<file path="src/rtl/sfx_sequencer.sv">
// Single-channel sound-effect sequencer: priority-arbitrated jump/score/death
// triggers step through a fixed note table and drive one codec channel.
module sfx_sequencer #(
  parameter int TICK_DIV = 184320
) (
  input  logic        iClock,
  input  logic        iReset,
  input  logic [2:0]  iTrig,
  input  logic        iMute,
  output logic        oEnable,
  output logic [15:0] oFreq,
  output logic        oBusy,
  output logic [1:0]  oEffect,
  output logic        oDone
);

  localparam int PW = (TICK_DIV > 1) ? $clog2(TICK_DIV) : 1;
  localparam logic [PW-1:0] PS_LAST = PW'(TICK_DIV - 1);
  localparam logic [1:0] EFF_IDLE = 2'd3;

  typedef enum logic {S_IDLE, S_PLAY} state_t;

  function automatic logic [15:0] note_freq(input logic [1:0] eff, input logic [1:0] step);
    case ({eff, step})
      4'b00_00: note_freq = 16'd880;
      4'b00_01: note_freq = 16'd1320;
      4'b01_00: note_freq = 16'd1568;
      4'b01_01: note_freq = 16'd2093;
      4'b10_00: note_freq = 16'd440;
      4'b10_01: note_freq = 16'd330;
      4'b10_10: note_freq = 16'd220;
      4'b10_11: note_freq = 16'd165;
      default:  note_freq = 16'd0;
    endcase
  endfunction

  function automatic logic [7:0] note_dur(input logic [1:0] eff, input logic [1:0] step);
    case ({eff, step})
      4'b00_00: note_dur = 8'd3;
      4'b00_01: note_dur = 8'd3;
      4'b01_00: note_dur = 8'd4;
      4'b01_01: note_dur = 8'd8;
      4'b10_00: note_dur = 8'd6;
      4'b10_01: note_dur = 8'd6;
      4'b10_10: note_dur = 8'd6;
      4'b10_11: note_dur = 8'd12;
      default:  note_dur = 8'd0;
    endcase
  endfunction

  function automatic logic [1:0] last_step(input logic [1:0] eff);
    last_step = (eff == 2'd2) ? 2'd3 : 2'd1;
  endfunction

  state_t         state_q, state_n;
  logic [1:0]     eff_q, eff_n;
  logic [1:0]     step_q, step_n;
  logic [7:0]     rem_q, rem_n;
  logic [PW-1:0]  ps_q, ps_n;
  logic [15:0]    freq_p0, freq_n;
  logic           done_p0, done_n;
  logic           trig_any;
  logic [1:0]     win;
  logic           tick;

  assign trig_any = |iTrig;
  assign win      = iTrig[2] ? 2'd2 : (iTrig[1] ? 2'd1 : 2'd0);
  assign tick     = (ps_q == PS_LAST);

  always_comb begin
    state_n = state_q;
    eff_n   = eff_q;
    step_n  = step_q;
    rem_n   = rem_q;
    ps_n    = ps_q;
    done_n  = 1'b0;
    // A trigger (fresh or preempting) always outranks a tick in the same cycle.
    if (trig_any && (state_q == S_IDLE || win >= eff_q)) begin
      state_n = S_PLAY;
      eff_n   = win;
      step_n  = 2'd0;
      rem_n   = note_dur(win, 2'd0);
      ps_n    = '0;
    end else if (state_q == S_PLAY) begin
      if (!tick) begin
        ps_n = ps_q + PW'(1);
      end else begin
        ps_n = '0;
        if (rem_q != 8'd1) begin
          rem_n = rem_q - 8'd1;
        end else if (step_q != last_step(eff_q)) begin
          step_n = step_q + 2'd1;
          rem_n  = note_dur(eff_q, step_q + 2'd1);
        end else begin
          state_n = S_IDLE;
          eff_n   = EFF_IDLE;
          step_n  = 2'd0;
          rem_n   = 8'd0;
          done_n  = 1'b1;
        end
      end
    end
    freq_n = (state_n == S_PLAY) ? note_freq(eff_n, step_n) : 16'd0;
  end

  always_ff @(posedge iClock or posedge iReset) begin
    if (iReset) begin
      state_q <= S_IDLE;
      eff_q   <= EFF_IDLE;
      step_q  <= 2'd0;
      rem_q   <= 8'd0;
      ps_q    <= '0;
      freq_p0 <= 16'd0;
      done_p0 <= 1'b0;
    end else begin
      state_q <= state_n;
      eff_q   <= eff_n;
      step_q  <= step_n;
      rem_q   <= rem_n;
      ps_q    <= ps_n;
      freq_p0 <= freq_n;
      done_p0 <= done_n;
    end
  end

  // Mute gates the enable combinationally so it takes effect without a cycle of lag.
  assign oBusy   = (state_q == S_PLAY);
  assign oEnable = oBusy & ~iMute;
  assign oFreq   = freq_p0;
  assign oEffect = eff_q;
  assign oDone   = done_p0;

endmodule

</file>
<file path="config.mk">
export PLATFORM = sky130hd
export DESIGN_NAME = sfx_sequencer
export DESIGN_NICKNAME = d
export VERILOG_FILES = /design/src/rtl/sfx_sequencer.sv
export SDC_FILE = /design/constraint.sdc
export NUM_CORES = 1
export LEC_CHECK = 0
export CAP_MARGIN = 15
export CORE_MARGIN = 5
export CORE_UTILIZATION = 40
export CTS_CLUSTER_SIZE = 25
export DETAILED_ROUTE_END_ITERATION = 10
export SLEW_MARGIN = 40
export SYNTH_ARGS = -nofsm -noshare
export SYNTH_HDL_FRONTEND = slang
export SYNTH_SLANG_ARGS = --single-unit
</file>
<file path="constraint.sdc">
create_clock -name iClock -period 4.03 [get_ports iClock]
set_input_delay 0.403 -clock iClock [delete_from_list [all_inputs] [get_ports iClock]]
set_output_delay 0.403 -clock iClock [all_outputs]
set_load 0.005 [all_outputs]
</file>
[Word-level counts from Yosys, hierarchy flattened]
Memory sizes are Yosys's and may differ from the RTL's.
Cells that the tools add are included.
Storage, ports and cells
  memories kept: 2
  bits in read-only memories: 256
  logic and storage cells: 62
  register bits after elaboration: 48
  RAM bits: 0
  bits in latches: 0
  output and inout port bits: 21
Operators by class
  div/mod/pow operators: 0
  multiplexer cells: 33
  $lt $le $gt $ge: 1
  equality and inequality tests: 6
  multiply operators: 0
  shift operators: 0
  bitwise logic cells: 3
  reduce and logical (&&, ||, !) cells: 7
  $add $sub $neg: 3
Memory list
  (name not given): words 16, bits a word 12, read ports 1, clocked after Yosys merged registers in 0, write ports 0, RTL line 24  | case ({eff, step})
  (name not given): words 16, bits a word 4, read ports 1, clocked after Yosys merged registers in 0, write ports 0, RTL line 38  | case ({eff, step})
Operators with widths (number)
  two-way mux 18 bit: 3
  two-way mux 8 bit: 5
  two-way mux 2 bit: 12
  adder 18 x 1 -> 18 bit, second input constant: 1
  equality test 18 bit, second input constant: 1
  two-way mux 16 bit: 1
  two-way mux 1 bit: 11
  case mux 3 bit (3 select lines): 1
  != test 8 x 1 -> 1 bit, second input constant: 1
  subtractor 8 x 1 -> 8 bit, second input constant: 1
  equality test 2 bit, second input constant: 2
  nonzero test 2 bit: 2
  OR reduction 3 bit: 1
  adder 2 x 1 -> 2 bit, second input constant: 1
  equality test 2 x 1 -> 1 bit, second input constant: 1
  >= comparator 2 bit: 1
  zero test 2 bit: 1
  != test 2 bit: 1
  inverter 1 bit: 2
  AND reduction 2 bit: 1
  AND 1 bit: 1
  logical AND 1 bit: 1
  logical OR 1 bit: 1

[Longest topological paths before layout]
Gate-level depths: netlist of the first run.
An unclocked memory read counts as a cell.
  word-level depth: 10
  gate-level depth with buffers: 12
  gate-level depth less buffers: 11

[Worst setup path before layout of the first run]
Ideal clock, no wire load.
  path kind: input -> register
  from: input iTrig[2]
  to: register freq_p0[0] (netlist: oFreq[0])
  cell stages on the path: 12
  library setup time: 0.079 ns
  arrival: 2.939 ns
  path slack: 1.012 ns
  required time: 3.951 ns
  buffers on the path: 2
  cell sequence: clkbuf_1 -> nand2b_1 -> ha_1 -> nand2b_1 -> a21oi_1 -> or2_2 -> clkbuf_1 -> and2_1 -> ha_1 -> inv_1 -> or3_1 -> a21oi_1
Between the ends
  longest elaborated chain between the ends: 7
  elaborated cells on any way between the ends: 10
RTL lines
  start: declaration: RTL line 8  | input logic [2:0] iTrig,
  two-way mux 2 bit: RTL line 67  | assign win = iTrig[2] ? 2'd2 : (iTrig[1] ? 2'd1 : 2'd0);
  >= comparator 2 bit: RTL line 78  | if (trig_any && (state_q == S_IDLE || win >= eff_q)) begin
  logical OR 1 bit: RTL line 78
  logical AND 1 bit *: RTL line 78
  two-way mux 2 bit *: RTL line 78
  via step_n[0]: RTL line 57  | logic [1:0] step_q, step_n;
  memory read (16 x 12 bit) *
  two-way mux 16 bit *: RTL line 103  | freq_n = (state_n == S_PLAY) ? note_freq(eff_n, step_n) : 16'd0;
  via freq_n[0]: RTL line 60  | logic [15:0] freq_p0, freq_n;
  end signal: assignment: RTL line 121  | freq_p0 <= freq_n;
  end: declaration: RTL line 60
Mark *: on every way through the listed nets, which the timed path passes. The rest lies on a longest branch.
A chain may end at the register's enable or synchronous reset.

[Final worst setup path of the first run]
  from: register rem_q[1]
  to: register freq_p0[2] (netlist: oFreq[2])
Between the ends
  longest elaborated chain between the ends: 7
  elaborated cells on any way between the ends: 15
RTL lines
  start: declaration: RTL line 58  | logic [7:0] rem_q, rem_n;
  start signal: assignment: RTL line 119  | rem_q <= rem_n;
  != test 8 x 1 -> 1 bit: RTL line 89  | if (rem_q != 8'd1) begin
  two-way mux 2 bit: RTL line 89
  two-way mux 2 bit: RTL line 85  | if (!tick) begin
  two-way mux 2 bit: RTL line 84  | end else if (state_q == S_PLAY) begin
  two-way mux 2 bit: RTL line 78
  via step_n[0]: RTL line 57
  memory read (16 x 12 bit)
  two-way mux 16 bit: RTL line 103
  via freq_n[2]: RTL line 60
The timed path passes the listed nets, and every way through them passes these cells.

==> flow_summary.ini, run 1 <==
[outcome]
status = complete, no violations

[critical_path]
path_max_fanout = 8
worst_ep_required_time_ns = 4.25
reg2reg_from = rem_q[1]
critPathArrivalTime_ns = 3.50
rr_worst_depth = 11
critPathLaunchType = register
timing.rr.end = oFreq[2]
cp-end-kind = register
rrSetupSlack_ns = 0.75
setup.worst_path.class = reg -> reg

[timing]
fin_crit_ns = 3.28
rsz0062_at_grt = no
finalCritPeriodShare = 0.814
fmaxAchievable_mhz = 305
drv_slew = 0
layout_setup_ws_ns = 0.748
worst_slew_pin_slew_ns = 0.679
maxSlewHeadroom = 0.545
tns_ns = 0
setup_viol = 0
skew_ns = 0.0133
hold_violations = 0

[drt]
wire_per_inst_um = 15.4
drt_iter0_drc = 80
vias_per_cell = 5.48
routed_wl_um = 5830
dr.pass1.iters = 5
ant_nets = 0
dr_total_vias = 2076
drc = 0

[cells_and_area]
layout-drive-gt1-share = 0.0828
final_util = 0.471
n_antenna_cell = 0
fin_nets = 321
fillers = 626
stdcell_count = 379
areaGrowthSynthToFinish_pct = 15.2

[logic_synthesis]
synth_edf_count = 0
synth-seq-cells = 44
synth_cells = 276
ys_dominant_reg_cell = dfrtp_1
ys_async_sr_fraction = 1.00
yosysWarnings = 0
seq_area_frac_synth = 0.427
netlist_area_sq_um = 2580
synth.distinct_cells = 55
syn_avg_cell_area_sq_um = 9.36

[cts]
cts_tree = done
clk_pin_slew_ns = 0.09
clk_latency_ns = 0.30
post_cts.repair.setup_buffers = 0
cts.sinks = 44
cts_hold_buf = 0
root_buffer = clkbuf_8
htree_num_levels = 2
cts_made_buffers = 5
cts.path.max_buffers = 2
postCtsResizedCells = 0

[floorplan]
core.rowCount = 29
start_util = 0.409
die_x_um = 90.4
ios = 27
die_h_um = 90.4
core-area_sq_um = 6310
die_area_sq_um = 8160

[job]
maxCapViolations = 0

[grt]
grt.busiest_layer = met2
grt_max_degree = 45
grt_use_met2 = 0.214
grt_overflow = 0
met3_usage = 0.0300
grtUsageMet1 = 0.208
grt_pass1_vias = 1993
antenna_found_initial = 0
grt_pass1_wl_um = 9780
track_usage = 0.144

[place]
port-buffer-count = 22
dp.cells = 371
dp_hpwl_um = 4250
place.gp.congestion = 0.817
place_ws_ns = 0.492

[power]
p_per_area_nw_per_um2 = 524
vdd_ir_drop_max_mv = 0.235
leakagePower_nw = 1.24
fin_total_pwr_w = 0.00156

[min_path]
min_path_type = in -> async
## metal layers
| metal | wire length [um] | vias up |
|---|---|---|
| met2 | 2620 | 43 |
| met5 | 0 | - |
| li1 | - | 1036 |
| met3 | 269 | 10 |
| met4 | 79 | 0 |
| met1 | 2870 | 987 |
## how the worst max path moves through the flow
stage / start / to / slack (ns) / cells after the start
CTS: iTrig[2] / oFreq[2] / 0.80 / 11
global placement: iTrig[2] / oFreq[2] / 0.60 / 11
finish: rem_q[1] / oFreq[2] / 0.75 / 11
floorplan: iTrig[2] / oFreq[0] / 1.01 / 12
detailed placement: iTrig[2] / oFreq[2] / 0.49 / 11
global route: iTrig[2] / oFreq[2] / 0.50 / 11
## cell type report
cell class                 instances  area (sq um)  share of cell area
multi-input combinational        211          1380               0.465
sequential                        44          1100               0.371
timing repair buffer              25           243              0.0816
tap                               77          96.3              0.0324
clock buffer                       6          82.6              0.0278
inverter                          14          52.6              0.0177
clock inverter                     2          15.0             0.00505
## power by group
part           internal [W]  total [W]  switching (W)
sequential         0.000531   0.000597      0.0000661
clock              0.000139   0.000295       0.000156
combinational      0.000289   0.000667       0.000378
total              0.000959    0.00156       0.000601
## placed cells by master (no fill, tap or decap), types with 6 or more instances in the layout
cell type         n
dfrtp_1          42
nor2_1           27
clkdlybuf4s50_1  22
nand2_1          21
o21ai_0          14
ha_1             14
nand3_1          13
inv_1            12
a21oi_1          12
nor3_1           12
nand4_1           8
xor2_1            8
nand2b_1          6
nor2b_1           6
xnor2_1           6
clkbuf_8          6
## flip-flops by register name, indices dropped and copies added (netlist names)
register	flops
oBusy	1
oDone	1
oEffect	2
oFreq	12
ps_q	18
rem_q	8
step_q	2
## cells by family after synthesis
group / synth area share
flops: 0.427
simple gates: 0.255
buf+inv: 0.0417
other cells: 0.00145
xor+xnor: 0.0475
mux: 0.0155
fa+ha+maj: 0.0678
compound gates: 0.143
## metrics by stage
step | hold WS, ns | cell area (sq um)
after floorplan | 0.505 | 2590
after global placement | 0.532 | 2880
after detailed placement | 0.536 | 2880
after CTS | 0.556 | 2980
after global routing | 0.579 | 2980
final | 0.543 | 2980
## critical path, stage by stage, from the launching register on
cell and delay [ns]:
dfrtp_1 0.41, inv_1 0.13, ha_1 0.17, or4b_1 0.49, nor2_2 0.35, nand4_1 0.26, xnor2_1 0.32, and2_1 0.27
ha_1 0.22, inv_1 0.06, or3_1 0.38, a21oi_1 0.15
## synth_stat cells (all sizes together) (8+ instances only)
master,instances,area [sq um]
dfrtp,42,1050
nor2,28,108
nand2,21,78.8
o21ai,15,78.8
ha,14,175
inv,14,52.6
nand3,13,65.1
a21oi,12,60.1
nor3,12,60.1
nand4,9,71.3
xor2,8,70.1
Power figures use the tool's default switching activity.
==> inputs of run 2 (changes only) <==
==> constraint.sdc (replaced) <==
create_clock -name iClock -period 2.8 [get_ports iClock]
set_input_delay 0.28 -clock iClock [delete_from_list [all_inputs] [get_ports iClock]]
set_output_delay 0.28 -clock iClock [all_outputs]
set_load 0.005 [all_outputs]
==> run 2 against run 1 <==
  * Sequential share of layout area shrank 2.0 points
  * Largest power group unchanged
  * Core utilization grew 2.7 points
  * Count of clock-buffer cells in the layout is the same
  * Die area is the same
  * Register-to-register slack lost 0.56 ns
  * Critical path depth is the same
  * Via count grew 5.5%
  * First-iteration DRC count grew 85%
  * Maximum frequency grew 26%
  * Critical path type unchanged
  * Routed wire length grew 4.6%
  * Final cell count grew 5.5%
  * Worst setup slack lost 0.56 ns
==> flow_summary.ini, run 2 (synthesis results as in run 1) <==
[outcome]
status = complete, no violations

[drt]
drc = 0
ant_nets = 0
dr.pass1.iters = 4
wire_per_inst_um = 15.3
dr_total_vias = 2191
routed_wl_um = 6100
drt_iter0_drc = 148
vias_per_cell = 5.48

[critical_path]
worst_ep_required_time_ns = 3.04
setup.worst_path.class = reg -> reg
cp-end-kind = register
path_max_fanout = 3
critPathLaunchType = register
critPathArrivalTime_ns = 2.85

[cells_and_area]
final_cell_mix = dfrtp_1, nor2_1, buf_4
largest_reg_flops = 18
layout-drive-gt1-share = 0.161
fin_nets = 342
areaGrowthSynthToFinish_pct = 21.8
design_area_sq_um = 3150
n_antenna_cell = 0
regMostFlops = ps_q
final_common_cell = dfrtp_1
stdcell_count = 400

[grt]
grt_pass1_vias = 2209
grt_overflow = 0
grt.busiest_layer = met2
antenna_found_initial = 0
grtUsageMet1 = 0.221
grt_pass1_wl_um = 10600
grt_max_degree = 22
grt_use_met2 = 0.242
met3_usage = 0.0300
track_usage = 0.157

[cts]
cts.path.max_buffers = 2
htree_num_levels = 2
post_cts.repair.setup_buffers = 0
root_buffer = clkbuf_8
clk_pin_slew_ns = 0.10
clk_latency_ns = 0.31
cts_tree = done
cts.sinks = 44
cts_made_buffers = 5

[timing]
maxSlewHeadroom = 0.627
skew_ns = 0.0120
hold_violations = 0
rsz0062_at_grt = no
drv_slew = 0
tns_ns = 0
worst_slew_pin_slew_ns = 0.554
fmaxAchievable_mhz = 383
fin_crit_ns = 2.61
layout_setup_ws_ns = 0.190
finalCritPeriodShare = 0.932
setup_viol = 0

[power]
p_switching_w = 0.000897
internal_power_w = 0.00143
sw_frac_of_total = 0.385
leakagePower_nw = 1.34
fin_total_pwr_w = 0.00233
p_clk_frac = 0.179
pwr-share-comb = 0.453
p_per_area_nw_per_um2 = 741
p_seq_frac = 0.368
vdd_ir_drop_max_mv = 0.490

[place]
place.gp.congestion = 0.843
port-buffer-count = 22
dp.cells = 392
dp_hpwl_um = 4500
place_ws_ns = 0.103
place_area_sq_um = 3040

[job]
maxCapViolations = 0

[floorplan]
die_x_um = 90.4
die_h_um = 90.4
die_area_sq_um = 8160
core.rowCount = 29
start_util = 0.409
ios = 27
core-area_sq_um = 6310

[min_path]
min_path_type = in -> async
## run 2: worst paths after layout
kind                        endpoint  slack, ns  depth (start not counted)     start
min reg2reg                 ps_q[17]       0.56                          2  ps_q[17]
min in group iClock         ps_q[17]       0.56                          2  ps_q[17]
max                         oFreq[2]       0.19                         11  rem_q[1]
max in group asynchronous      oDone       1.95                          3    iReset
min                        oFreq[11]       0.28                          2    iReset
max reg2reg                 oFreq[2]       0.19                         11  rem_q[1]
## run 2: power groups by stage
stage / sequential (W) / combinational (W) / clock (W)
floorplan: 0.000857 / 0.000642 / 0
global placement: 0.000867 / 0.00104 / 0
detailed placement: 0.000869 / 0.00104 / 0
CTS: 0.000858 / 0.00105 / 0.000423
global route: 0.000880 / 0.00119 / 0.000455
finish: 0.000858 / 0.00106 / 0.000417
## run 2: cell type report
cell class	count	area, sq um
sequential	44	1100
timing repair buffer	46	400
tap	77	96.3
clock inverter	2	16.3
clock buffer	6	72.6
multi-input combinational	211	1400
fill	614	3170
inverter	14	52.6
## run 2: worst max-delay path, stage by stage (launching register included)
cell     delay [ns]
dfrtp_1        0.38
inv_1          0.07
ha_1           0.14
or4b_4         0.48
nor2_2         0.11
nand4_1        0.17
xnor2_1        0.26
and2_4         0.18
ha_2           0.19
inv_1          0.06
or3_4          0.39
a21oi_1        0.12
## run 2: per-stage QoR
| stage | hold slack [ns] | utilization |
|---|---|---|
| finish | 0.278 | 0.498 |
| global route | 0.312 | 0.498 |
| CTS | 0.325 | 0.495 |
| detailed placement | 0.537 | 0.481 |
| global placement | 0.526 | 0.481 |
| floorplan | 0.502 | - |
## run 2: repair_timing
| item | in CTS | in global routing |
|---|---|---|
| resized for setup | 0 | 5 |
| setup endpoints to repair | 0 | 2 |
| hold buffers | 0 | 0 |
## run 2: routing by layer
layer,share of wire,vias up
met3,0.044,6
met1,0.49,1042
li1,-,1082
met2,0.46,61
met4,0.0093,0
met5,0,-
==> inputs of run 3 (changes only) <==
--- a/config.mk
+++ b/config.mk
@@ -8,8 +8,10 @@
 export CAP_MARGIN = 15
 export CORE_MARGIN = 5
 export CORE_UTILIZATION = 40
+export CTS_CLUSTER_DIAMETER = 200
 export CTS_CLUSTER_SIZE = 25
 export DETAILED_ROUTE_END_ITERATION = 10
+export GPL_TIMING_DRIVEN = 0
 export SLEW_MARGIN = 40
 export SYNTH_ARGS = -nofsm -noshare
 export SYNTH_HDL_FRONTEND = slang
==> run 3 against run 2 <==
  * Final cell count is 0.50% lower
  * Sequential share of layout area is 1.1 points lower
  * Via count is 0.27% lower
  * Sequential power is 1% higher
  * Largest cell class unchanged
  * Largest power group unchanged
==> flow_summary.ini, run 3 (synthesis results as in run 1) <==
[drt]
dr_total_vias = 2185
drt_iter0_drc = 124
vias_per_cell = 5.49
drc = 0
ant_nets = 0
wire_per_inst_um = 15.8
dr.pass1.iters = 4
routed_wl_um = 6280

[power]
p_seq_frac = 0.363
sw_frac_of_total = 0.384
p_switching_w = 0.000917
p_clk_frac = 0.165
p_per_area_nw_per_um2 = 736
vdd_ir_drop_max_mv = 0.331
internal_power_w = 0.00147
leakagePower_nw = 1.37
pwr-share-comb = 0.471

[place]
place_ws_ns = -1.05
place.gp.congestion = 0.801
dp_hpwl_um = 4300
port-buffer-count = 22
dp.cells = 379
place_area_sq_um = 2950

[cells_and_area]
final_cell_mix = dfrtp_1, nor2_1, clkdlybuf4s50_1
design_area_sq_um = 3250
n_antenna_cell = 0
fin_nets = 340
layout-drive-gt1-share = 0.174
final_common_cell = dfrtp_1
largest_reg_flops = 18
areaGrowthSynthToFinish_pct = 25.7
regMostFlops = ps_q
final_util = 0.514
stdcell_count = 398

[min_path]
min_path_type = in -> async

[critical_path]
critPathMaxStageDelay_ns = 0.49
critPathArrivalTime_ns = 2.89
path_max_fanout = 4
worst_ep_required_time_ns = 3.00
setup.worst_path.class = reg -> reg
crit_chain = inv_2 -> ha_2 -> or4b_4 -> nor2_4 -> nand4_1 -> xnor2_2 -> buf_4 -> nand2_1 -> ha_1 -> nor2_1 -> nand3_1 -> o32ai_2
critPathLaunchType = register
cpMaxStageDelayCell = or4b_4
cp-end-kind = register

[cts]
cts_tree = done
clk_pin_slew_ns = 0.08
cts.sinks = 44
cts_hold_buf = 0
clk_latency_ns = 0.30
root_buffer = clkbuf_8
cts.path.max_buffers = 2
htree_num_levels = 2
cts_made_buffers = 5

[timing]
maxSlewHeadroom = 0.358
setup_viol = 0
drv_slew = 0
holdWs_ns = 0.269
layout_setup_ws_ns = 0.106
skew_ns = 0.00973
hold_violations = 0
fin_crit_ns = 2.69
finalCritPeriodShare = 0.962
fmaxAchievable_mhz = 371
worst_slew_pin_slew_ns = 0.953

[floorplan]
die_h_um = 90.4
die_x_um = 90.4
core-area_sq_um = 6310
start_util = 0.409
ios = 27
die_area_sq_um = 8160
core.rowCount = 29

[grt]
grt_pass1_wl_um = 10200
grt_overflow = 0
grt_pass1_vias = 2080
grt_max_degree = 27
track_usage = 0.150
antenna_found_initial = 0

[outcome]
status = complete, no violations

[job]
maxCapViolations = 0
==> run 3: cell types whose count changed in the layout (fill, tap and decap cells not counted), moves of 2 or more <==
cell      before  now
buf_2          0    2
ha_1          13   11
nor4_4         0    3
clkbuf_1       1    4
nor4_2         2    0
buf_4         24   15
ha_4           0    2
==> run 3: timing repair <==
item / 4_1_cts / 5_1_grt
endpoints found under the setup margin: 11 / 3
gates resized for setup: 15 / 12
setup buffers: 5 / 6
pin swaps: 4 / 2
==> run 3: cell type report <==
type | count | area [sq um]
fill | 610 | 3070
multi-input combinational | 211 | 1510
sequential | 44 | 1100
timing repair buffer | 34 | 323
tap | 77 | 96.3
clock buffer | 7 | 76.3
buffer | 10 | 68.8
inverter | 14 | 55.1
clock inverter | 1 | 8.76
==> run 3: metal layers <==
layer	up-vias	track usage	part of all wire
li1	1078	-	-
met1	1061	0.216	0.49
met2	40	0.228	0.46
met3	6	0.0300	0.040
met4	0	0.0422	0.0080
met5	-	0	0
==> run 3: path summary, 6_finish.rpt <==
| kind | start | endpoint | slack (ns) | cells after the start |
|---|---|---|---|---|
| setup / recovery | rem_q[1] | oFreq[5] | 0.11 | 12 |
| hold / removal | iReset | oFreq[11] | 0.27 | 2 |
| setup reg to reg | rem_q[1] | oFreq[5] | 0.11 | 12 |
| hold reg to reg | ps_q[1] | ps_q[1] | 0.57 | 1 |
| max in group asynchronous | iReset | rem_q[2] | 2.11 | 3 |
| min in group iClock | ps_q[1] | ps_q[1] | 0.57 | 1 |
==> run 3: metrics by stage <==
| step | TNS (ns) | total power (W) |
|---|---|---|
| final | 0 | 0.00239 |
| after CTS | 0 | 0.00234 |
| after global routing | -0.0748 | 0.00257 |
| after detailed placement | -8.94 | 0.00185 |
| after floorplan | 0 | 0.00150 |
| after global placement | -8.14 | 0.00184 |
==> run 3: critical path, delay by kind of cell, from the launching register on <==
family / cells / cell delay [ns]
AND/OR/NAND/NOR: 6 / 1.08
adder cells (fa/ha/maj): 2 / 0.49
flip-flops: 1 / 0.39
XOR/XNOR: 1 / 0.24
buffers and inverters: 2 / 0.22
AO/OA/AOI/OAI: 1 / 0.18
==> run 3: power by group through the flow <==
stage	registers (W)	clock network, W	logic [W]
2_1_floorplan	0.000857	0	0.000642
3_3_place_gp	0.000870	0	0.000969
3_5_place_dp	0.000872	0	0.000974
4_1_cts	0.000863	0.000410	0.00106
5_1_grt	0.000884	0.000443	0.00125
6_report	0.000868	0.000395	0.00113
